`src/rtl/vga_sync_gen.sv`:
```
// Raster timing generator: pixel-rate enable, x/y counters, sync/blank decode (VGA_FRAME_CNT_EN adds frame_cnt).
// Latency: hsync/vsync registered from next-state counters, so aligned with x/y; video_on/frame_start combinational.
// Backpressure: none, free-running; reset_n (async, active-low) restarts the raster at (0,0).
module vga_sync_gen #(
    parameter int CLK_DIV   = 4,
    parameter int H_DISPLAY = 640,
    parameter int H_FRONT   = 16,
    parameter int H_RETRACE = 96,
    parameter int H_BACK    = 48,
    parameter int V_DISPLAY = 480,
    parameter int V_FRONT   = 10,
    parameter int V_RETRACE = 2,
    parameter int V_BACK    = 33,
    parameter bit SYNC_POL  = 1'b0
) (
    input  logic       clk,
    input  logic       reset_n,
    output logic       p_tick,
    output logic [9:0] x,
    output logic [9:0] y,
    output logic       hsync,
    output logic       vsync,
    output logic       video_on,
    output logic       frame_start
`ifdef VGA_FRAME_CNT_EN
    ,
    output logic [7:0] frame_cnt
`endif
);

    localparam int H_TOTAL = H_DISPLAY + H_FRONT + H_RETRACE + H_BACK;
    localparam int V_TOTAL = V_DISPLAY + V_FRONT + V_RETRACE + V_BACK;

    localparam logic [9:0] H_MAX      = 10'(H_TOTAL - 1);
    localparam logic [9:0] V_MAX      = 10'(V_TOTAL - 1);
    localparam logic [9:0] H_VIS      = 10'(H_DISPLAY);
    localparam logic [9:0] V_VIS      = 10'(V_DISPLAY);
    localparam logic [9:0] H_SYNC_BEG = 10'(H_DISPLAY + H_FRONT);
    localparam logic [9:0] H_SYNC_END = 10'(H_DISPLAY + H_FRONT + H_RETRACE - 1);
    localparam logic [9:0] V_SYNC_BEG = 10'(V_DISPLAY + V_FRONT);
    localparam logic [9:0] V_SYNC_END = 10'(V_DISPLAY + V_FRONT + V_RETRACE - 1);

    logic [9:0] x_next;
    logic [9:0] y_next;

    generate
        if (CLK_DIV == 1) begin : g_nodiv
            assign p_tick = 1'b1;
        end else begin : g_div
            localparam int DIV_W = $clog2(CLK_DIV);
            localparam logic [DIV_W-1:0] DIV_MAX = DIV_W'(CLK_DIV - 1);
            logic [DIV_W-1:0] div_cnt;

            always_ff @(posedge clk or negedge reset_n) begin
                if (!reset_n) begin
                    div_cnt <= '0;
                end else if (div_cnt == DIV_MAX) begin
                    div_cnt <= '0;
                end else begin
                    div_cnt <= div_cnt + 1'b1;
                end
            end

            assign p_tick = (div_cnt == DIV_MAX);
        end
    endgenerate

    always_comb begin
        x_next = x;
        y_next = y;
        if (p_tick) begin
            if (x == H_MAX) begin
                x_next = '0;
                y_next = (y == V_MAX) ? 10'd0 : y + 10'd1;
            end else begin
                x_next = x + 10'd1;
            end
        end
    end

    // Syncs decode the next-state counters so they land in the same cycle as x/y.
    always_ff @(posedge clk or negedge reset_n) begin
        if (!reset_n) begin
            x     <= '0;
            y     <= '0;
            hsync <= ~SYNC_POL;
            vsync <= ~SYNC_POL;
        end else begin
            x     <= x_next;
            y     <= y_next;
            hsync <= (x_next >= H_SYNC_BEG && x_next <= H_SYNC_END) ? SYNC_POL : ~SYNC_POL;
            vsync <= (y_next >= V_SYNC_BEG && y_next <= V_SYNC_END) ? SYNC_POL : ~SYNC_POL;
        end
    end

    assign video_on    = (x < H_VIS) && (y < V_VIS);
    assign frame_start = p_tick && (x == H_MAX) && (y == V_MAX);

`ifdef VGA_FRAME_CNT_EN
    always_ff @(posedge clk or negedge reset_n) begin
        if (!reset_n) begin
            frame_cnt <= '0;
        end else if (frame_start) begin
            frame_cnt <= frame_cnt + 8'd1;
        end
    end
`endif

endmodule

```
`config.mk`:
```
export PLATFORM = sky130hd
export DESIGN_NAME = vga_sync_gen
export DESIGN_NICKNAME = d
export VERILOG_FILES = /design/src/rtl/vga_sync_gen.sv
export SDC_FILE = /design/constraint.sdc
export NUM_CORES = 1
export LEC_CHECK = 0
export CORE_AREA = 2 2 55 57
export CTS_CLUSTER_DIAMETER = 40
export DETAILED_ROUTE_END_ITERATION = 10
export DIE_AREA = 0 0 57 59
export PLACE_DENSITY = 0.85
export SLEW_MARGIN = 20
export SYNTH_ARGS = -nofsm -noshare
export SYNTH_HDL_FRONTEND = slang
export SYNTH_SLANG_ARGS = --single-unit
```
`constraint.sdc`:
```
create_clock -name clk -period 3.4 [get_ports clk]
set_clock_uncertainty 0.1 [all_clocks]
set_input_delay 0.34 -clock clk [delete_from_list [all_inputs] [get_ports clk]]
set_output_delay 0.34 -clock clk [all_outputs]
set_load 0.02 [all_outputs]
```
# Word level (Yosys, flattened, before mapping)

Cells that the tools add are included.

Multiply operators: 0
Shift operators: 0
$lt $le $gt $ge: 6
Bitwise gates (word level): 0
Eq/ne operators: 3
Add/sub/neg operators: 3
Reduce and logical (&&, ||, !) cells: 5
Mux-type cells: 8
Div/mod/pow operators: 0

Operators with widths:

| cell                                                                               | count |
|---|---|
| 10-bit two-way mux                                                                 | 5 |
| 10-bit by 1-bit adder with 10-bit output (second input constant)                   | 2 |
| 10-bit == test (second input constant)                                             | 2 |
| 10-bit >= comparator (second input constant)                                       | 1 |
| 10-bit by 9-bit >= comparator with 1-bit output (second input constant)            | 1 |
| 10-bit less-or-equal comparator (second input constant)                            | 1 |
| 10-bit by 9-bit less-or-equal comparator with 1-bit output (second input constant) | 1 |
| 10-bit less-than comparator (second input constant)                                | 1 |
| 10-bit by 9-bit less-than comparator with 1-bit output (second input constant)     | 1 |
| 1-bit logical AND                                                                  | 5 |
| 2-bit by 1-bit adder with 2-bit output (second input constant)                     | 1 |
| 2-bit == test (second input constant)                                              | 1 |
| 1-bit two-way mux                                                                  | 2 |
| 2-bit two-way mux                                                                  | 1 |

Output and inout port bits: 25
Memories kept: 0
Bits in latches: 0
Word-level logic and storage cells: 30
Memory bits (writable): 0
Input port bits: 2
Bits in read-only memories: 0
Register bits after elaboration: 24

# Logic depth before layout (Yosys ltp)

Gate-level depths: netlist (run 1).

Depth after elaboration: 7
Mapped depth: 7
Depth with buffers taken out: 7

# Least setup slack after synthesis (run 1)

OpenSTA, ideal clock, no wires.

Kind: reg2reg
Start point: register x[7]
End point: register vsync
Slack: 702 ps
Data required time: 3210 ps
Period minus slack after synthesis: 2698 ps
Arrival time: 2508 ps
Path buffers: 2
Setup time: 90 ps
Stages on the path, launching flop included: 8
Cell sequence: dfrtp_1 or4b_4 buf_6 or4_4 buf_6 or3_4 a221oi_2 nand4bb_1

Word-level cells in the longest chain between the ends: 6
Elaborated cells between the ends (all ways): 7
Classes of those cells: order compare (2); eq/ne (1); mux (3); reduce/logical (1)

RTL lines:

| item                                                                                                                          | RTL line | RTL |
|---|---|---|
| from (decl)                                                                                                                   | 19       | `output logic [9:0] x,` |
| from (signal assigned)                                                                                                        | 89       | `x <= x_next;` |
| 10-bit == test (*)                                                                                                            | 72       | `if (x == H_MAX) begin` |
| 10-bit two-way mux (*)                                                                                                        | 72       |  |
| 10-bit two-way mux (*)                                                                                                        | 71       | `if (p_tick) begin` |
| 10-bit by 9-bit >= comparator with 1-bit output or 10-bit by 9-bit less-or-equal comparator with 1-bit output (tied branches) | 92       | `vsync <= (y_next >= V_SYNC_BEG && y_next <= V_SYNC_END) ? SYNC_POL : ~SYNC_POL;` |
| 1-bit logical AND (*)                                                                                                         | 92       |  |
| 1-bit two-way mux (*)                                                                                                         | 92       |  |
| to (signal assigned)                                                                                                          | 87       | `vsync <= ~SYNC_POL;` |
| to (signal assigned)                                                                                                          | 92       |  |
| to (decl)                                                                                                                     | 22       | `output logic vsync,` |

Mark *: on every way between the ends. The rest lies on a longest branch, timed or not.

# Final worst setup path (run 1)

Start point: register x[7]
End point: output frame_start

Word-level cells in the longest chain between the ends: 3

RTL lines:

| item                            | RTL line | RTL |
|---|---|---|
| 10-bit == test                  | 97       | `assign frame_start = p_tick && (x == H_MAX) && (y == V_MAX);` |
| 1-bit logical AND (2 in series) | 97       |  |
| to (decl)                       | 24       | `output logic frame_start` |

No other way between the ends.

==> impl.org, run 1 <==
** GRT
- Number of antenna violations at the first check in global routing :: 0
- Overall fraction of global-route tracks in use :: between 10% and 20%
- The number of global-route vias before repair was roughly 1.2k.
- Entering global routing, the biggest net connects 25 pins.
- Wire length of the first global-routing pass :: 5290 um
- Residual overflow from global routing :: 0

** Timing
- Shortest period the worst path allows :: ~3 ns
- Unrepaired setup endpoints after global routing :: no
- Static timing analysis puts the maximum clock frequency at 335 MHz.
- For the pin with the worst max-slew slack, the measured transition is about 0.64 ns.
- Aggregate negative setup slack :: 0 ns
- Measured against its own limit, the worst slew margin works out to a little under three fifths.
- The final number of hold-violating endpoints was 0.
- Setup violations remaining at the end of the flow were counted as 0.
- Min Hold Slack :: around 0.33 ns
- Portion of the clock cycle consumed by the worst path in the final layout :: between 80% and 90%
- The final count of pins violating max slew was 0.

** Placement
- In this run, placement finished with an instance count of around 190.
- The count of buffers added on input and output ports is 26.
- Routability-driven placement finished with a final weighted congestion of between 0.8 and 0.9.
- Detailed placement ended at an HPWL of roughly 2400 um.

** Floorplan
- Effective utilization at floorplan :: between 40% and 50%
- During I/O placement, the number of pins put on the boundary was 27.
- Placeable core region :: 2710 um2
- The die covers between 3000 and 4000 um2.
- In this run the horizontal extent of the chip is 57 um.
- Die extent in y :: 59 um
- Number of rows created at floorplan :: 19

** Finish
- The repair_antennas step left the layout with diodes totalling 0.
- Leaving out fill and tap cells, the most frequent cell in the layout is sky130_fd_sc_hd__clkdlybuf4s50_1.
- At the end of the flow, the number of nets in the layout was roughly 170.
- Ratio of cells with drive above 1 in the final layout :: about a tenth
- Number of standard cells in the layout, taps in and fillers out :: between 150 and 200
- Most used cells in the layout excluding fill and tap cells :: 25 x sky130_fd_sc_hd__clkdlybuf4s50_1, 22 x sky130_fd_sc_hd__dfrtp_1, 16 x sky130_fd_sc_hd__nand2_1
- The layout has roughly 250 filler cells.
- The area growth from synthesis to layout is 24.4%.

** Logic synthesis
- The most used flip-flop cell after synthesis is sky130_fd_sc_hd__dfrtp_1.
- In this run, synthesis inferred 0 flip-flops with an integrated enable.
- Synthesized area :: between 1000 and 1500 um2
- Cell variety after synth :: 36
- Of all flip-flops after synthesis, the portion carrying an async set or reset was between 90% and 100%.
- Mean Syn Cell Area :: 9.74 um2
- Summing the sequential cell areas from Yosys gives a little under half of the chip area.
- Yosys Warn Count :: 0
- Synthesis produced a netlist with a net count of 140.
- Synthesized instance count :: between 100 and 150
- Counting flops and latches in the post-synthesis netlist gives 24.

** Flow run
- Across the run, the number of max-cap violations was 0.

** Detailed routing
- TritonRoute pass-1 iters :: 4
- After detailed routing, the average wire length per cell comes to about 16 um.
- Antenna-violating nets left :: 0
- Wire length on met1 :: roughly 1300 um
- In the detailed route, the total length drawn on met2 is around 1600 um.
- The detailed router placed about 1.2k vias in this run.
- Drc violations :: 0
- Number of violations reported at the end of detailed-routing iteration 0 :: 25
- Using the TritonRoute via totals, the vias-per-cell ratio works out to 6.04.
- Final wirelength :: between 3000 and 4000 um
- In the detailed route, the total length drawn on met3 is ~170 um.
- The detailed router used layers up to and including met4.

** Clock tree
- Root buffer selected by CTS :: sky130_fd_sc_hd__clkbuf_4
- Bufs on Longest Clock Path :: 2
- TritonCTS created 3 clock buffers.
- Total of cells resized after clock tree synthesis :: 0
- CTS built an H-tree with a depth of 1.
- Sinks on the clock net :: 24
- Clock latency on the worst-skew pair :: approximately 0.3 ns
- Clock-pin slew was measured on the worst setup and hold paths at between 0.1 and 0.15 ns.
- TritonCTS built the clock tree.

** Setup path
- STA classifies the critical path startpoint as a flip-flop.
- The worst setup path is of the flip-flop to output port kind.
- The worst setup path is captured at an output port.
- Max Fanout on Critical Path :: 10
- Endpoint required time on the critical path :: 2.96 ns
- STA puts the critical path data arrival time at 2.55 ns.
- Reg-to-reg slack, setup :: roughly 0.7 ns

** Power and ir drop
- Summing internal, switching and leakage power gives between 0.4 and 0.5 mW.
- Maximum vdd drop :: 0.000204 V
- In this run the power density over the cells is roughly 270 nW/um2.
- For this design the static power due to leakage is roughly 0.63 nW.

** Status
- The flow ran to the end, and the final reports show no timing, DRC or antenna violations.

** Min path
- The min-delay analysis places its worst path in the category flip-flop to flip-flop.
[registers in the layout (all words and copies together), names as in the netlist]
name           cells
g_div.div_cnt      2
vsync              1
x                 10
y                 10
hsync              1
[cell families (layout without fill, tap and decap cells)]
group | Yosys count | after routing | share of synthesized area, %
AND/OR/NAND/NOR | 58 | 58 | 25.0
AO/OA/AOI/OAI | 26 | 26 | 13.9
flip-flops | 24 | 24 | 46.2
buffers and inverters | 13 | 40 | 4.89
XOR/XNOR | 8 | 8 | 5.37
adder cells (fa/ha/maj) | 4 | 4 | 3.84
multiplexers | 1 | 1 | 0.767
[per-layer routing]
| layer | track usage, % | vias up |
|---|---|---|
| met5 | 0 | - |
| met4 | 8.31 | 0 |
| met3 | 3.28 | 8 |
| met2 | 36.1 | 51 |
| met1 | 23.5 | 558 |
| li1 | - | 542 |
[worst paths after layout]
check / start / to / cells past startpoint
max: x[7] / frame_start / 5
min reg2reg: g_div.div_cnt[0] / g_div.div_cnt[0] / 1
max reg2reg: x[7] / vsync / 5
min in group asynchronous: reset_n / y[2] / 2
min: g_div.div_cnt[0] / g_div.div_cnt[0] / 1
max in group asynchronous: reset_n / hsync / 2
[critical path, cell delays in order, from the launching register on]
cell	delay, ns
sky130_fd_sc_hd__dfrtp_1	0.46
sky130_fd_sc_hd__or4b_4	0.60
sky130_fd_sc_hd__nor4_2	0.24
sky130_fd_sc_hd__buf_4	0.21
sky130_fd_sc_hd__and2_1	0.13
sky130_fd_sc_hd__clkdlybuf4s50_1	0.59
[metrics by stage]
stage                     worst slack (ns)  area [um2]  util, %
after global routing                 0.213        1620     59.9
final                                0.414        1620     59.9
after CTS                            0.405        1620     59.7
after global placement               0.830        1580     58.4
after floorplan                      0.702        1310        -
after detailed placement             0.694        1580     58.4
[where the power goes]
group          switching (mW)  leakage [nW]  internal [mW]
sequential                  0         0.314          0.286
combinational         0.00522         0.295        0.00116
clock                  0.0792        0.0210         0.0653
total                  0.0844         0.630          0.352
[Yosys cell counts, drive strengths merged, types with 3 or more instances]
library cell,count,area share (%)
nand2,16,4.6
o31ai,7,4.0
nor3,4,1.5
nand4,7,3.4
dfrtp,22,42
xnor2,5,3.4
ha,4,3.8
clkbuf,4,1.2
inv,7,2.0
or3,5,2.8
nand3,7,2.7
nor4,3,1.9
nor2,5,1.4
xor2,3,2.0
o21ai,10,3.8
[timing repair]
action / CTS / global route
buffers inserted: 0 / 0
hold buffers: 0 / 1
hold endpoints to repair: 0 / 22
[cell type report]
class | instances | area (um2) | area share, %
clock buffer | 4 | 36.3 | 2.24
multi-input combinational | 97 | 638 | 39.3
timing repair buffer | 29 | 280 | 17.3
sequential | 24 | 603 | 37.2
inverter | 7 | 26.3 | 1.62
tap | 31 | 38.8 | 2.39
No activity file was read; power rests on OpenSTA's default activity.
==> run 2: changes to the inputs <==
==> constraint.sdc (replaced) <==
create_clock -name clk -period 3.15 [get_ports clk]
set_clock_uncertainty 0.1 [all_clocks]
set_input_delay 0.315 -clock clk [delete_from_list [all_inputs] [get_ports clk]]
set_output_delay 0.315 -clock clk [all_outputs]
set_load 0.02 [all_outputs]
==> run 2 against run 1 <==
Net effect:
- sequential power increased by 7.7%
- wire length down 5.2%
- count of clock-buffer cells in the layout unchanged
- die area is the same
- critical path type unchanged
- highest routed layer unchanged
==> impl.org, run 2 (same netlist as run 1, synthesis figures left out) <==
** Status
- Status :: completed

** Clock tree
- TritonCTS built the clock tree.
- Clock latency on the worst-skew pair :: 0.31 ns
- The cell sitting at the root of the clock tree is a sky130_fd_sc_hd__clkbuf_4.
- After clock tree synthesis, the clock-pin slew on the worst setup and hold paths is between 0.1 and 0.15 ns.
- In this run the number of H-tree levels came out at 1.
- Counting the buffers created by CTS gives 3.
- Bufs on Longest Clock Path :: 2
- For this design, the sink count on the clock tree is 24.

** GRT
- Number of global-route vias before repair :: 1,070
- After global routing the overflow that remains totals 0.
- Number of antenna violations at the first check in global routing :: 0
- Global routing used roughly a fifth of the available tracks across all layers.
- Entering global routing, the biggest net connects 25 pins.
- Wire length of the first global-routing pass :: between 4000 and 5000 um

** Detailed routing
- Once detail routing completed, the nets flagged for antenna violations numbered 0.
- Routed wire length on met3 :: 130 um
- In this run, the number of DRC markers left after iteration 0 of detailed routing was 21.
- Routed signal wires occupy layers up through met4.
- The first detailed-routing pass took 4 iterations.
- Detailed-route wire length per cell :: roughly 15 um
- Detail-routed via count per cell :: approximately 5.8
- Final wirelength :: 2900 um
- After detailed routing, the wire length on met1 is between 1000 and 1500 um.
- Met2 Routed Length :: 1450 um
- Via total after detailed routing :: approximately 1.1k
- After detailed routing, the number of remaining DRC violations is 0.

** Timing
- Portion of the clock cycle consumed by the worst path in the final layout :: approximately 93%
- Unrepaired setup endpoints after global routing :: no
- The final number of hold-violating endpoints was 0.
- The final count of pins violating max slew came to 0.
- Shortest period the worst path allows :: a little under 3 ns
- Max Clk Rate :: approximately 340 MHz
- In the final timing run, aggregate negative setup slack is 0 ns.
- Actual transition at the worst max-transition pin :: between 0.6 and 0.7 ns
- Relative max-transition margin :: between 50% and 60%
- Final setup violation count :: 0

** Finish
- Most used cells in the layout excluding fill and tap cells :: 25 x sky130_fd_sc_hd__clkdlybuf4s50_1, 22 x sky130_fd_sc_hd__dfrtp_1, 16 x sky130_fd_sc_hd__nand2_1
- In the final layout, the registers with the most flip-flops are x x10, y x10, g_div.div_cnt x2.
- Summing all flip-flop and latch instances after layout gives around 600 um2.
- The library cell used most frequently in the layout, excluding fill and tap cells, is sky130_fd_sc_hd__clkdlybuf4s50_1.
- For this run, the post-layout net count is 168.
- Ratio of cells with drive above 1 in the final layout :: a little over a tenth
- Layout overhead on the synthesized area :: 24.4%
- The layout has approximately 250 filler cells.
- Combined area of the multi-input logic cells :: 638 um2
- 0 antenna diodes ended up in the layout.

** Setup path
- The critical path goes through inv_1 -> ha_1 -> nand4_1 -> nor4_1 -> and2_1 -> clkdlybuf4s50_1.
- In this design, the stage delay of the slowest critical-path cell is just under 0.6 ns.
- Max Fanout on Critical Path :: 6
- The slowest stage of the critical path belongs to the cell sky130_fd_sc_hd__clkdlybuf4s50_1.
- Cell class contributing the biggest share of worst-path delay :: simple AND/OR/NAND/NOR gates
- STA classifies the critical path endpoint as an output port.
- The worst setup path is launched from a flip-flop.
- Data arrives at the worst endpoint at ~2.5 ns.
- Data on the critical path is required at its endpoint by about 2.7 ns.
- By startpoint and endpoint, the worst setup path is classified as flip-flop to output port.
- Together, buffers and inverters on the worst path number 2.

** Placement
- Number of port buffers :: 26
- Weighted congestion reported at the end of routability-driven placement :: 0.848
- Once detailed placement completed, the half-perimeter wirelength came to 2130 um.

** Floorplan
- During I/O placement, the number of pins put on the boundary was 27.
- Horiz. Die Dim :: roughly 57 um
- Row generation in the floorplan step produced 19 rows.
- Die outline area :: approximately 3400 um2
- In this run the vertical extent of the chip is approximately 60 um.
- Placeable core region :: 2710 um2
- Effective utilization at floorplan :: a little under 50%

** Power and ir drop
- Power per Cell Area :: approximately 290 nW/um2
- Power comes to 0.472 mW.
- VDD sags by at most 0.000281 V.
- Leakage :: around 0.63 nW

** Min path
- Hold/Removal Path Class :: flip-flop to flip-flop

** Flow run
- The tool flagged a number of max-cap violations equal to 0.
-- run 2: worst register-to-register path, stage by stage, from the launching register on --
cell and delay [ns]:
sky130_fd_sc_hd__dfrtp_1 0.47, sky130_fd_sc_hd__or4b_4 0.58, sky130_fd_sc_hd__or4_4 0.57, sky130_fd_sc_hd__or4_1 0.56
sky130_fd_sc_hd__a22oi_1 0.20, sky130_fd_sc_hd__nand4bb_1 0.11
-- run 2: timing repair --
item | CTS | global route
hold endpoints to repair | 0 | 22
gates resized for setup | 0 | 0
setup buffers | 0 | 0
hold buffers | 0 | 1
-- run 2: where the power goes --
group | internal, mW | switching, mW | total (mW) | leakage [nW]
Sequential | 0.308 | 0 | 0.308 | 0.314
Combinational | 0.00125 | 0.00593 | 0.00718 | 0.295
Clock | 0.0705 | 0.0865 | 0.157 | 0.0210
-- run 2: metrics by stage --
step / cell area (um2) / hold WS [ns] / instances / worst slack [ns] / util [%]
floorplan: 1310 / -0.0806 / 134 / 0.452 / -
global placement: 1580 / 0.314 / 187 / 0.584 / 58.4
detailed placement: 1580 / 0.324 / 187 / 0.517 / 58.4
CTS: 1620 / 0.342 / 191 / 0.223 / 59.7
global route: 1620 / 0.379 / 192 / 0.121 / 59.9
finish: 1620 / 0.342 / 192 / 0.223 / 59.9
-- run 2: area by class of cell --
type,instances,share of cell area (%)
inverters,7,1.62
repair buffers,29,17.3
multi-input cells,97,39.3
well taps,31,2.39
flip-flops and latches,24,37.2
clock buffers,4,2.24
-- run 2: path summary, 6_finish.rpt --
kind	startpoint	end	slack, ns	cells past startpoint
max in group asynchronous	reset_n	hsync	2.17	2
min in group asynchronous	reset_n	y[4]	0.40	2
worst min register to register	g_div.div_cnt[0]	g_div.div_cnt[0]	0.34	1
worst min-delay path	g_div.div_cnt[0]	g_div.div_cnt[0]	0.34	1
worst max register to register	x[5]	vsync	0.49	5
worst max-delay path	y[1]	frame_start	0.22	6
-- run 2: routing by layer --
layer  up-vias  global-route usage (%)
li1        546                       -
met1       538                    24.8
met2        26                    32.2
met3         2                    3.28
met4         0                    4.98
met5         -                       0
==> run 3: changes to the inputs <==
--- a/config.mk
+++ b/config.mk
@@ -9,7 +9,9 @@
 export CTS_CLUSTER_DIAMETER = 40
 export DETAILED_ROUTE_END_ITERATION = 10
 export DIE_AREA = 0 0 57 59
+export GPL_TIMING_DRIVEN = 0
 export PLACE_DENSITY = 0.85
+export SETUP_SLACK_MARGIN = 0.02
 export SLEW_MARGIN = 20
 export SYNTH_ARGS = -nofsm -noshare
 export SYNTH_HDL_FRONTEND = slang
==> run 3 against run 2 <==
Net effect:
- total power grew 1.3%
- first-iteration DRC count increased by 110%
- largest power group unchanged
- hold slack lost 0.0040 ns
- die area stayed put
- combinational power is 2% lower
- count of clock-buffer cells in the layout is the same
- sequential share of layout area decreased by 1.0 points
- cell count is 2.6% higher
- core utilization rose by 1.7 points
- wire length is 2.1% higher
==> impl.org, run 3 (same netlist as run 1, synthesis figures left out) <==
** Setup path
- Slowest library cell on the worst path :: sky130_fd_sc_hd__clkdlybuf4s50_1
- On the worst path, the slowest cell contributes a delay of ~0.6 ns.
- Cell class contributing the biggest share of worst-path delay :: simple AND/OR/NAND/NOR gates
- STA puts the critical path data arrival time at roughly 2.6 ns.
- Max Fanout on Critical Path :: 5
- Category of the most critical setup path :: flip-flop to output port
- Endpoint required time on the critical path :: 2.73 ns
- Crit. End Element :: output port
- STA classifies the critical path startpoint as a flip-flop.
- Walking the worst path, the cells encountered are or4b_4 -> buf_6 -> nor4_4 -> and2_1 -> clkdlybuf4s50_1.
- Buffers plus inverters on the worst setup path :: 2

** Placement
- The wire-length estimate of the detail-placed layout is 2150 um.
- Weighted congestion reported at the end of routability-driven placement :: 0.824
- Buffers placed on the I/O ports in this run total 26.
- Pre-CTS setup slack :: around 0.13 ns

** Timing
- Final hold violation count :: 0
- Counting I/O delays and the setup requirement, the final critical path takes between 2 and 3 ns.
- Timing would allow up to between 300 and 400 MHz.
- The final count of pins violating max slew came to 0.
- Dividing the final minimum period by the clock period gives 94.6%.
- Actual transition at the worst max-transition pin :: around 0.53 ns
- Relative max-transition margin :: between 60% and 70%
- Unrepaired setup endpoints after global routing :: no
- PnR worst setup slack :: ~0.17 ns
- Setup total negative slack on the finished layout was measured at 0 ns.
- Final setup violation count :: 0

** Floorplan
- During I/O placement, the number of pins put on the boundary was 27.
- In this run the vertical extent of the chip is a little under 60 um.
- The floorplan step defined a core boundary enclosing 2710 um2.
- The floorplan step set the die width to 57 um.
- The die covers 3360 um2.
- The initial utilization of the core area, before any placement, comes to about half.
- Number of rows created at floorplan :: 19

** Detailed routing
- After detailed routing, the average wire length per cell comes to between 15 and 20 um.
- The detailed router finished its first iteration with 45 violations.
- Using the TritonRoute via totals, the vias-per-cell ratio works out to 5.87.
- Before antenna repair, the detailed router went through 4 iterations.
- The routed layout has approximately 1.2k vias.
- Antenna-violating nets left :: 0
- Final wirelength :: a little under 3000 um
- Drc violations :: 0

** Finish
- NumNets Final :: between 150 and 200
- The largest registers in the layout are x x10, y x10, g_div.div_cnt x2.
- Ratio of cells with drive above 1 in the final layout :: a little under an eighth
- 0 antenna diodes ended up in the layout.
- Most used cells in the layout excluding fill and tap cells :: 25 x sky130_fd_sc_hd__clkdlybuf4s50_1, 22 x sky130_fd_sc_hd__dfrtp_1, 16 x sky130_fd_sc_hd__nand2_1
- Final core utilization :: around three fifths
- Most common cell after layout, fill and taps aside :: sky130_fd_sc_hd__clkdlybuf4s50_1
- Compared with the post-synthesis result, the final layout area differs by 27.8%.

** Clock tree
- Level count of the clock H-tree :: 1
- CTS Buf Count :: 3
- Bufs on Longest Clock Path :: 2
- After clock tree synthesis, the clock-pin slew on the worst setup and hold paths is ~0.13 ns.
- Clock tree synthesis selected as its root buffer the cell sky130_fd_sc_hd__clkbuf_4.
- The clock drives 24 sinks.
- TritonCTS built the clock tree.
- Clock latency on the worst-skew pair :: just over 0.3 ns

** GRT
- Entering global routing, the biggest net connects 25 pins.
- The total overflow left after global routing is 0.
- For this run, the total global-route usage over all layers was measured as slightly below 20%.
- The number of global-route vias before repair is ~1.2k.
- Wire length of the first global-routing pass :: a little over 5000 um
- The number of antenna violations at the first check in global routing was 0.

** Flow run
- Max-cap violations in this run came to 0.

** Power and ir drop
- For this design the ratio of total power to cell area is 287 nW/um2.
- Leakage :: between 0.6 and 0.7 nW
- Across the VDD grid, the largest voltage drop is 0.000280 V.

** Min path
- Hold/Removal Path Class :: flip-flop to flip-flop

** Status
- The run finished with clean final reports.
[run 3: worst reg2reg max path, cell delays in order, from the launching register on]
cell                        delay [ns]
sky130_fd_sc_hd__dfrtp_1          0.46
sky130_fd_sc_hd__or4b_4           0.56
sky130_fd_sc_hd__buf_6            0.15
sky130_fd_sc_hd__or4_4            0.49
sky130_fd_sc_hd__buf_6            0.16
sky130_fd_sc_hd__or3_4            0.37
sky130_fd_sc_hd__a221oi_2         0.27
sky130_fd_sc_hd__nand4bb_1        0.13
[run 3: final cells by class]
cell class                      count  area, um2
Buffer                              6       37.5
Clock buffer                        4       36.3
Fill cell                         252       1040
Inverter                            7       26.3
Multi-Input combinational cell     97        653
Sequential cell                    24        603
Tap cell                           31       38.8
Timing Repair Buffer               28        273
[run 3: power breakdown]
part,total [mW],internal [mW],switching [mW],leakage [nW]
Sequential,0.308,0.308,0,0.314
Clock,0.163,0.0706,0.0926,0.0210
Combinational,0.00703,0.00125,0.00578,0.325
Total,0.478,0.380,0.0984,0.660
[run 3: final timing paths]
| kind | start | endpoint | slack (ns) | cells after the start |
|---|---|---|---|---|
| min in group asynchronous | reset_n | y[3] | 0.39 | 2 |
| worst min-delay path | g_div.div_cnt[0] | g_div.div_cnt[0] | 0.34 | 1 |
| worst max-delay path | x[7] | frame_start | 0.17 | 5 |
| worst min register to register | g_div.div_cnt[0] | g_div.div_cnt[0] | 0.34 | 1 |
| max in group asynchronous | reset_n | hsync | 2.19 | 2 |
| worst max register to register | x[7] | vsync | 0.40 | 7 |
[run 3: through the flow]
step	std cells	power, mW	instance area [um2]	hold WS [ns]
2_1_floorplan	134	0.314	1310	-0.0806
4_1_cts	196	0.481	1660	0.343
3_5_place_dp	191	0.321	1600	0.324
5_1_grt	197	0.489	1670	0.362
3_3_place_gp	191	0.321	1600	0.315
6_report	197	0.478	1670	0.338
[run 3: per-layer routing]
metal	GRT usage [%]	share of wire [%]	routed length, um	up-vias
met3	3.49	6.4	190	7
li1	-	-	-	549
met5	0	0	0	-
met1	24.0	41	1210	545
met2	33.5	51	1510	55
met4	7.31	1.8	52	0
[run 3: repair_timing]
item | in CTS | in global routing
resized for setup | 1 | 1
setup endpoints to repair | 1 | 1
hold endpoints to repair | 0 | 22
setup buffers | 1 | 0
pin swaps | 1 | 0
hold buffers | 0 | 1
